### config.mk
export PLATFORM = sky130hd
export DESIGN_NAME = shift_register_universal
export DESIGN_NICKNAME = d
export VERILOG_FILES = /design/src/rtl/shift_register_universal.sv
export SDC_FILE = /design/constraint.sdc
export NUM_CORES = 1
export LEC_CHECK = 0
export CAP_MARGIN = 20
export CELL_PAD_IN_SITES_DETAIL_PLACEMENT = 0
export CELL_PAD_IN_SITES_GLOBAL_PLACEMENT = 1
export CORE_UTILIZATION = 28
export DETAILED_ROUTE_END_ITERATION = 10
export PLACE_DENSITY = 0.67
export SYNTH_ARGS = -nofsm -noshare
export SYNTH_HDL_FRONTEND = slang
export SYNTH_SLANG_ARGS = --single-unit
### constraint.sdc
create_clock -name clk -period 2.2 [get_ports clk]
set_input_delay 0.55 -clock clk [delete_from_list [all_inputs] [get_ports clk]]
set_output_delay 0.55 -clock clk [all_outputs]
set_load 0.005 [all_outputs]
### src/rtl/shift_register_universal.sv
// Universal WIDTH-bit shift register with a burst sequencer.
// Direct ops: hold, shift left/right with serial input, rotate left/right, parallel load.
// A start pulse with a shift/rotate mode runs that op shift_count times, with busy/done handshake.
//
// state | meaning
// IDLE  | applies the presented mode each enabled edge; accepts burst requests
// BURST | applies the latched mode each enabled edge until remaining reaches zero
module shift_register_universal #(
    parameter int WIDTH = 8,
    parameter int CNT_W = 4
) (
    input  logic             clk,
    input  logic             reset_n,
    input  logic             enable,
    input  logic [2:0]       mode,
    input  logic             ser_in,
    input  logic [WIDTH-1:0] load_data,
    input  logic             start,
    input  logic [CNT_W-1:0] shift_count,
    output logic [WIDTH-1:0] data_out,
    output logic             ser_out,
    output logic             busy,
    output logic             done
);

    typedef enum logic {
        IDLE  = 1'b0,
        BURST = 1'b1
    } state_t;

    localparam logic [2:0] MODE_SHL  = 3'b001;
    localparam logic [2:0] MODE_SHR  = 3'b010;
    localparam logic [2:0] MODE_ROL  = 3'b011;
    localparam logic [2:0] MODE_ROR  = 3'b100;
    localparam logic [2:0] MODE_LOAD = 3'b101;

    state_t             state;
    state_t             stateNext;
    logic [CNT_W-1:0]   remaining;
    logic [CNT_W-1:0]   remainingNext;
    logic [2:0]         latchedMode;
    logic [2:0]         latchedModeNext;
    logic [WIDTH-1:0]   dataNext;
    logic               serNext;
    logic               doneNext;

    logic [2:0]         opSel;
    logic [WIDTH-1:0]   opData;
    logic               opSer;
    logic               isShiftMode;

    // During a burst the latched mode drives the datapath; live mode is ignored.
    assign opSel       = (state == BURST) ? latchedMode : mode;
    assign isShiftMode = (mode >= MODE_SHL) && (mode <= MODE_ROR);
    assign busy        = (state == BURST);

    // Result of applying the selected operation to the current register contents.
    always_comb begin
        opData = data_out;
        opSer  = ser_out;
        case (opSel)
            MODE_SHL: begin
                opData = {data_out[WIDTH-2:0], ser_in};
                opSer  = data_out[WIDTH-1];
            end
            MODE_SHR: begin
                opData = {ser_in, data_out[WIDTH-1:1]};
                opSer  = data_out[0];
            end
            MODE_ROL: begin
                opData = {data_out[WIDTH-2:0], data_out[WIDTH-1]};
                opSer  = data_out[WIDTH-1];
            end
            MODE_ROR: begin
                opData = {data_out[0], data_out[WIDTH-1:1]};
                opSer  = data_out[0];
            end
            MODE_LOAD: begin
                opData = load_data;
            end
            default: begin
                opData = data_out;
                opSer  = ser_out;
            end
        endcase
    end

    // Next-state, counter and handshake decisions; enable=0 leaves everything as is.
    always_comb begin
        stateNext       = state;
        remainingNext   = remaining;
        latchedModeNext = latchedMode;
        dataNext        = data_out;
        serNext         = ser_out;
        doneNext        = done;
        if (enable) begin
            doneNext = 1'b0;
            case (state)
                IDLE: begin
                    if (start && isShiftMode) begin
                        // The start edge itself never touches the data.
                        if (shift_count != '0) begin
                            latchedModeNext = mode;
                            remainingNext   = shift_count;
                            stateNext       = BURST;
                        end else begin
                            doneNext = 1'b1;
                        end
                    end else begin
                        dataNext = opData;
                        serNext  = opSer;
                    end
                end
                BURST: begin
                    dataNext      = opData;
                    serNext       = opSer;
                    remainingNext = remaining - CNT_W'(1);
                    if (remaining == CNT_W'(1)) begin
                        stateNext = IDLE;
                        doneNext  = 1'b1;
                    end
                end
                default: begin
                    stateNext = IDLE;
                end
            endcase
        end
    end

    // State register with synchronous active-low reset taking priority over enable.
    always_ff @(posedge clk) begin
        if (!reset_n) begin
            state       <= IDLE;
            remaining   <= '0;
            latchedMode <= 3'b000;
            data_out    <= '0;
            ser_out     <= 1'b0;
            done        <= 1'b0;
        end else begin
            state       <= stateNext;
            remaining   <= remainingNext;
            latchedMode <= latchedModeNext;
            data_out    <= dataNext;
            ser_out     <= serNext;
            done        <= doneNext;
        end
    end

endmodule

==> results.toml, run 1 <==
[run_status]
outcome = "finished clean"

[floorplanning]
pin_count = 31
rows = 23
die_h_um = 68.0
chipWidth_um = 68.0
coreArea_um2 = 4090
start_util_pct = 29.9
die_area_um2 = 4630

[placed_design]
dp.cells = 238
gp_congestion = 0.836
place_hpwl_mm = 2.62
dpl_cell_area_um2 = 1690
io_buffers = 30

[synth]
synth_cell_types = 49
synthCells = 142
ys_warn_count = 0
synth_area_leaders = "dfxtp_1, o21ai_0, nand2_1, a21oi_1, o211a_1"
synthArstFlopShare_pct = 0
ys_seq_area_share_pct = 29.5
syn_area_per_cell_um2 = 8.60
synth_edf_count = 0
syn_nets = 164
synth_area_leader_cell = "dfxtp_1"
synth_seq_cells = 18
netlist_area_um2 = 1220
ys.flop_type = "dfxtp_1"
synth_top_area_share_pct = 29.5

[power_and_ir_drop]
ir_drop_uv = 168
intPower_mw = 0.633
power_mw = 0.906
clock_power_share_pct = 25.9
p_leak_nw = 0.684
switching_share_pct = 30.1
p_sw_mw = 0.273
pwr-share-comb_pct = 32.5
power.density_nw_per_um2 = 521
seqPwrFrac_pct = 41.6

[sta]
timing.hold.ws_ps = 472
post-route-period-util_pct = 95.5
setup_viol = 0
rsz0062_at_grt = "no"
final_max_slew_viol_count = 0
fin_worst_skew_ps = 2.46
max_clock_freq_mhz = 476
layout_min_cycle_time_ps = 2100
hold_viol = 0
slew_headroom_pct = 68.6
worstMarginPinSlew_ps = 468

[layout]
utilization_pct = 42.6
diodes = 0
nets = 215
drive_gt1_share_pct = 22.0
synthToLayoutAreaGrowth_pct = 42.4
finalNonFillerCells = 241
fin_area_um2 = 1740

[detailed_routing]
via_per_inst = 5.22
wl_mm = 3.38
num_vias = 1259
top_layer = "met4"
route.met3.wl_um = 120
wl_met2_mm = 1.59
drt-pass1-iter-count = 4
drt_iter0_drc = 41
postRouteAntennaNets = 0
detail_route.wl_per_cell_um = 14.0
met1Wirelength_mm = 1.65
drc_errors = 0

[global_routing]
grt_max_degree = 16
grt_use_total_pct = 15.7
antenna_found_initial = 0
grt.overflow.total = 0
grt_pass1_wl_mm = 5.44
grt_pass1_vias = 1207

[setup_path]
crit_path_end = "data_out[6]"
cp.arrival_ps = 2270
reg2reg_setup_slack_ps = 300
crit_path_end_kind = "register"
r2r-start = "busy"
worst_r2r_endpoint = "ser_out"
cp-startpoint = "mode[1]"
worstSetupStartpointType = "primary input"
required_ps = 2370
worst-path-max-fanout = 15
path_class = "primary input to register"
reg2regPathDepth = 6

[cts]
cts-root-buf = "clkbuf_8"
clockBufferDepth = 2
path_clk_slew_ps = 70
cts.sinks = 18
cts_setup_buffers = 0
tritoncts = "done"
numCtsBuffers = 3
clock_latency_ps = 250
htreeDepth = 1

[run]
maxCapViolCount = 0

[min_path]
hold_path.class = "register to register"
worst max-delay path: stages:
cell             delay [ps]
clkdlybuf4s50_1         530
or3_4                   450
nand4_4                 110
o2111a_4                330
nor2_1                   70
a311oi_2                230
synth_stat cells, types with 3 or more instances:
master	count
a21oi_1	10
dfxtp_1	18
inv_1	5
nand2_1	16
nand3_1	5
nand4_1	3
nor2_1	8
nor3_1	5
o211a_1	5
o21ai_0	15
o21ai_1	3
kinds of logic (layout without fill, tap and decap cells):
kind of cell               count (synthesis)  count (layout)  synth area share (%)
AOI/OAI and AO/OA                         54              54                  31.8
xor gates and xnor gates                   2               2                  1.43
adders and majority gates                  2               2                  2.05
buffers and inverters                     10              59                  5.33
DFF                                       18              18                  29.5
muxes                                      7               7                  7.89
and+or+nand+nor                           49              49                  22.0
worst min path at each step:
| stage | start | endpoint | slack [ps] | cells past startpoint |
|---|---|---|---|---|
| floorplan | remaining[3] | remaining[3] | 440 | 2 |
| global placement | remaining[3] | remaining[3] | 460 | 2 |
| detailed placement | remaining[3] | remaining[3] | 460 | 2 |
| CTS | remaining[3] | remaining[3] | 470 | 2 |
| global route | remaining[3] | remaining[3] | 500 | 2 |
| finish | remaining[3] | remaining[3] | 470 | 2 |
flip-flops by register name (all words and copies together) (netlist names):
name / cells
busy: 1
data_out: 8
done: 1
latchedMode: 3
remaining: 4
ser_out: 1
power by group through the flow:
stage	clock network, mW	logic, mW	registers [mW]
floorplan	0	0.160	0.377
global placement	0	0.290	0.384
detailed placement	0	0.292	0.384
CTS	0.243	0.294	0.377
global route	0.260	0.323	0.380
finish	0.234	0.294	0.377
layout by cell type, fill, tap and decap left out, types with 2 or more instances in the layout:
| master | count |
|---|---|
| xnor2_1 | 2 |
| dfxtp_1 | 18 |
| mux2i_2 | 2 |
| a311oi_2 | 2 |
| nand3_1 | 5 |
| o21ai_0 | 15 |
| buf_4 | 20 |
| o21ai_1 | 3 |
| a32oi_1 | 2 |
| or3_1 | 2 |
| o211a_1 | 5 |
| clkdlybuf4s50_1 | 30 |
| nor2_1 | 8 |
| a21boi_0 | 2 |
| a21oi_1 | 10 |
| nand4_1 | 3 |
| inv_1 | 5 |
| ha_1 | 2 |
| a31oi_1 | 2 |
| clkbuf_8 | 3 |
| a21o_1 | 2 |
| nand2_1 | 16 |
| nor3_1 | 5 |
| o2bb2ai_1 | 2 |
| mux2i_1 | 2 |
through the flow:
| step | setup slack, ps | TNS [ps] |
|---|---|---|
| final | 98.8 | 0 |
| after global routing | 38.8 | 0 |
| after CTS | 105 | 0 |
| after detailed placement | -160 | -1290 |
| after global placement | -127 | -1110 |
| after floorplan | 424 | 0 |
layer usage:
| metal | vias up | track usage (%) |
|---|---|---|
| li1 | 640 | - |
| met1 | 596 | 20.7 |
| met2 | 21 | 25.6 |
| met3 | 2 | 2.33 |
| met4 | 0 | 5.47 |
| met5 | - | 0 |
timing repair:
item                                    4_1_cts  5_1_grt
resized for setup                             0        1
hold buffers                                  0        0
endpoints found under the setup margin        0        1
final cells by class:
type	count	area, um^2
clock buffer	3	41.3
sequential	18	360
multi-input combinational	114	802
tap	50	62.6
timing repair buffer	50	450
fill	408	2350
inverter	6	22.5
(Power assumes the default switching activity.)
==> inputs of run 2 (changes only) <==
Settings changed: CORE_MARGIN set to 10, MAX_ROUTING_LAYER set to met4.
==> run 2 against run 1 <==
  * Routed wire length is 14% higher
  * Clock skew is 1.3 ps lower
  * Register-to-register slack worse by 50 ps
  * Hold slack better by 6.7 ps
  * Die area is 60% higher
  * Final area grew 2.2%
  * Largest power group unchanged
  * Critical path depth unchanged
==> results.toml, run 2 (synthesized netlist as in run 1, its figures left out) <==
[layout]
synthToLayoutAreaGrowth_pct = 45.5
largest_register = "data_out"
multi_input_area_um2 = 803
seq_area_um2 = 360
nets = 218
n_fill_cell = 416
reg_top3 = "data_out: 8 flops, remaining: 4 flops, latchedMode: 3 flops"
drive_gt1_share_pct = 23.6
final_common_cell = "clkdlybuf4s50_1"
fin_area_um2 = 1780
diodes = 0
layout_common_cells = "clkdlybuf4s50_1, buf_4, dfxtp_1"
largest_register_ffs = 8

[floorplanning]
start_util_pct = 29.7
die_h_um = 86.0
coreArea_um2 = 4120
pin_count = 31
rows = 23
die_area_um2 = 7400
chipWidth_um = 86.0

[sta]
post-route-period-util_pct = 95.6
layout_min_cycle_time_ps = 2100
final_max_slew_viol_count = 0
slew_headroom_pct = 65.1
fin_worst_skew_ps = 1.18
setup_viol = 0
max_clock_freq_mhz = 476
worstMarginPinSlew_ps = 523
rsz0062_at_grt = "no"
hold_viol = 0

[global_routing]
antenna_found_initial = 0
grt_pass1_wl_mm = 6.52
grt_pass1_vias = 1303
grt_use_total_pct = 10.8
grt_max_degree = 15
grt.overflow.total = 0

[setup_path]
r2r-start = "busy"
crit_path_end = "data_out[6]"
reg2regPathDepth = 7
worstSetupStartpointType = "primary input"
reg2reg_setup_slack_ps = 250
required_ps = 2370
cp-startpoint = "mode[2]"
cp.arrival_ps = 2270
path_class = "primary input to register"
worst_r2r_endpoint = "ser_out"
crit_path_end_kind = "register"
worst-path-max-fanout = 14

[cts]
cts_hold_buf = 0
clockBufferDepth = 2
numCtsBuffers = 3
cts-root-buf = "clkbuf_8"
tritoncts = "done"
htreeDepth = 1
cts_setup_buffers = 0
cts.sinks = 18
path_clk_slew_ps = 70
clock_latency_ps = 250

[power_and_ir_drop]
power_mw = 0.955
p_leak_nw = 0.710
power.density_nw_per_um2 = 538
ir_drop_uv = 260

[run_status]
outcome = "finished clean"

[min_path]
hold_path.class = "register to register"

[run]
maxCapViolCount = 0

[detailed_routing]
via_per_inst = 5.20
drt-pass1-iter-count = 7
drt_iter0_drc = 58
postRouteAntennaNets = 0
drc_errors = 0
wl_mm = 3.86
num_vias = 1273
detail_route.wl_per_cell_um = 15.7

[placed_design]
dpl_cell_area_um2 = 1710
place_hpwl_mm = 3.00
io_buffers = 30
gp_congestion = 0.880
==> run 2: what timing repair did <==
action | 4_1_cts | 5_1_grt
resized for setup | 0 | 1
setup endpoints to repair | 0 | 1
endpoints found under the hold margin | 0 | 0
==> run 2: worst min path at each step <==
stage	start	to	slack, ps	cells past startpoint
after floorplan	remaining[3]	remaining[3]	440	2
after global placement	remaining[3]	remaining[3]	460	2
after detailed placement	remaining[3]	remaining[3]	460	2
after CTS	remaining[3]	remaining[3]	470	2
after global routing	remaining[3]	remaining[3]	500	2
final	remaining[3]	remaining[3]	480	2
==> run 2: metrics by stage <==
step                utilization [%]  setup WS (ps)  setup TNS, ps  hold slack (ps)  std cells
detailed placement             41.7           -162          -1340              460        241
finish                         43.2           97.1              0              478        245
global placement               41.7           -106           -916              459        241
CTS                            43.0            107              0              471        245
global route                   43.2           12.2              0              499        245
floorplan                         -            424              0              441        142
==> run 2: layer usage <==
| layer | part of all wire (%) | wire length (um) | global-route usage (%) | up-vias |
|---|---|---|---|---|
| li1 | - | - | - | 644 |
| met2 | 47 | 1830 | 16.6 | 32 |
| met5 | 0 | 0 | - | - |
| met3 | 3.1 | 121 | 2.46 | 2 |
| met1 | 49 | 1880 | 13.8 | 595 |
| met4 | 0.73 | 28 | 3.29 | 0 |
==> run 2: worst max-delay path, stage by stage <==
cell	delay, ps
clkdlybuf4s50_1	550
or3_4	420
nand4_4	110
o2111a_4	330
nor2_1	70
a311oi_2	230
==> run 2: power by group <==
group / internal [mW] / switching [mW] / total (mW)
registers: 0.350 / 0.0295 / 0.380
clock network: 0.159 / 0.117 / 0.276
logic: 0.164 / 0.136 / 0.300
total: 0.673 / 0.282 / 0.955
==> run 2: area by class of cell <==
type                       count  share of cell area (%)
clock buffer                   4                    3.10
multi-input combinational    114                    45.2
tap                           50                    3.52
sequential                    18                    20.3
timing repair buffer          53                    26.6
inverter                       6                    1.27
==> inputs of run 3 (changes only) <==
Settings changed: CELL_PAD_IN_SITES_DETAIL_PLACEMENT 0 to 1, CELL_PAD_IN_SITES_GLOBAL_PLACEMENT 1 to 2, PLACE_DENSITY 0.67 to 0.81.
Clock period 2.2 ns to 2 ns, I/O delays scaled along.
==> run 3 against run 2 <==
  * Critical endpoint is now remaining[3]
  * Final area rose by 3.7%
  * Critical path depth up 1
  * Clock-buffer cell count stayed put
  * Critical path type unchanged
==> results.toml, run 3 (synthesized netlist as in run 1, its figures left out) <==
[sta]
setup_tns_ps = 0
timing.hold.ws_ps = 471
rsz0062_at_grt = "no"
setup_slack_ps = 69.4
max_clock_freq_mhz = 518
post-route-period-util_pct = 96.5
layout_min_cycle_time_ps = 1930
final_max_slew_viol_count = 0
fin_worst_skew_ps = 2.13
slew_headroom_pct = 73.9
hold_viol = 0
worstMarginPinSlew_ps = 390
setup_viol = 0

[power_and_ir_drop]
intPower_mw = 0.754
ir_drop_uv = 482
clock_power_share_pct = 28.1
power.density_nw_per_um2 = 584
p_leak_nw = 0.753
seqPwrFrac_pct = 38.4
switching_share_pct = 29.9
power_mw = 1.08
pwr-share-comb_pct = 33.5
p_sw_mw = 0.322

[setup_path]
crit_path_end_kind = "register"
worstSetupStartpointType = "primary input"
reg2regPathDepth = 6
path_class = "primary input to register"
required_ps = 2180
worst_r2r_endpoint = "data_out[5]"
r2r-start = "busy"
worst-path-max-fanout = 6
cp.arrival_ps = 2120
reg2reg_setup_slack_ps = 140

[layout]
synthToLayoutAreaGrowth_pct = 50.8
seq_area_um2 = 360
n_fill_cell = 483
multi_input_area_um2 = 830
diodes = 0
finalNonFillerCells = 251
largest_register = "data_out"
layout_common_cells = "clkdlybuf4s50_1, buf_4, dfxtp_1"
largest_register_ffs = 8
reg_top3 = "data_out: 8 flops, remaining: 4 flops, latchedMode: 3 flops"
drive_gt1_share_pct = 25.9
nets = 224

[floorplanning]
die_area_um2 = 7400
chipWidth_um = 86.0
rows = 23
die_h_um = 86.0
start_util_pct = 29.7
coreArea_um2 = 4120
pin_count = 31

[cts]
cts.sinks = 18
clock_latency_ps = 250
cts_hold_buf = 0
path_clk_slew_ps = 70
clockBufferDepth = 2
cts-root-buf = "clkbuf_8"
htreeDepth = 1
numCtsBuffers = 3
tritoncts = "done"

[global_routing]
met3_usage_pct = 2.55
grt_pass1_vias = 1470
met2_usage_pct = 21.6
grt_use_total_pct = 12.0
grt.overflow.total = 0
grt_pass1_wl_mm = 7.14
antenna_found_initial = 0
grt_max_degree = 16
grt_use_met1_pct = 12.8
grt_most_used_layer = "met2"

[min_path]
hold_path.class = "register to register"
worstHoldStart = "remaining[3]"
min_to = "remaining[3]"
hold_depth = 2

[detailed_routing]
detail_route.wl_per_cell_um = 17.2
drc_errors = 0
postRouteAntennaNets = 0
via_per_inst = 5.43
drt-pass1-iter-count = 4
drt_iter0_drc = 57
wl_mm = 4.31
num_vias = 1363

[placed_design]
io_buffers = 30
place_hpwl_mm = 3.32
gp_congestion = 0.831
post-place-ws_ps = -320
dp.cells = 242

[run_status]
outcome = "finished clean"

[run]
maxCapViolCount = 0
-- run 3: cell count changes in the layout (fill, tap and decap cells not counted), sizes merged --
cell / previous run / this run
buf: 23 / 28
dlymetal6s2s: 0 / 1
o2111a: 1 / 2
clkdlybuf4s50: 30 / 28
dlygate4sd2: 0 / 1
-- run 3: how the worst max path moves through the flow --
| stage | cells past startpoint | end | startpoint |
|---|---|---|---|
| after floorplan | 5 | remaining[1] | shift_count[2] |
| after global placement | 6 | remaining[1] | shift_count[2] |
| after detailed placement | 6 | data_out[1] | mode[1] |
| after CTS | 6 | data_out[0] | mode[2] |
| after global routing | 7 | remaining[3] | shift_count[2] |
| final | 7 | remaining[3] | shift_count[2] |
-- run 3: cell type report --
cell class / count / area share, %
Tap cell: 50 / 3.40
Sequential cell: 18 / 19.6
Timing Repair Buffer: 58 / 27.8
Multi-Input combinational cell: 115 / 45.0
Clock buffer: 4 / 2.99
Inverter: 6 / 1.22
-- run 3: critical path, cell delays in order --
cell and delay [ps]:
clkdlybuf4s50_1 420, or4_4 550, a41o_1 270, nand2_4 110, buf_4 120, a21oi_1 40, o22ai_1 100
-- run 3: metrics by stage --
stage	instance area, um^2	utilization (%)
after floorplan	1220	-
after global placement	1720	41.8
after detailed placement	1720	41.8
after CTS	1800	43.8
after global routing	1840	44.8
final	1840	44.8
-- run 3: power by group through the flow --
stage / Combinational (mW) / Clock, mW / Sequential (mW)
floorplan: 0.176 / 0 / 0.415
global placement: 0.332 / 0 / 0.420
detailed placement: 0.341 / 0 / 0.422
CTS: 0.352 / 0.314 / 0.413
global route: 0.396 / 0.323 / 0.417
finish: 0.360 / 0.303 / 0.413
-- run 3: what timing repair did --
action | in CTS | in global routing
endpoints found under the setup margin | 6 | 12
cloned | 1 | 0
resized for setup | 2 | 3
setup buffers | 1 | 3
pin swaps | 1 | 4
-- run 3: routing by layer --
| metal | up-vias | wire, um |
|---|---|---|
| met5 | - | 0 |
| met4 | 0 | 62 |
| met3 | 6 | 132 |
| met2 | 24 | 2270 |
| met1 | 672 | 1850 |
| li1 | 661 | - |
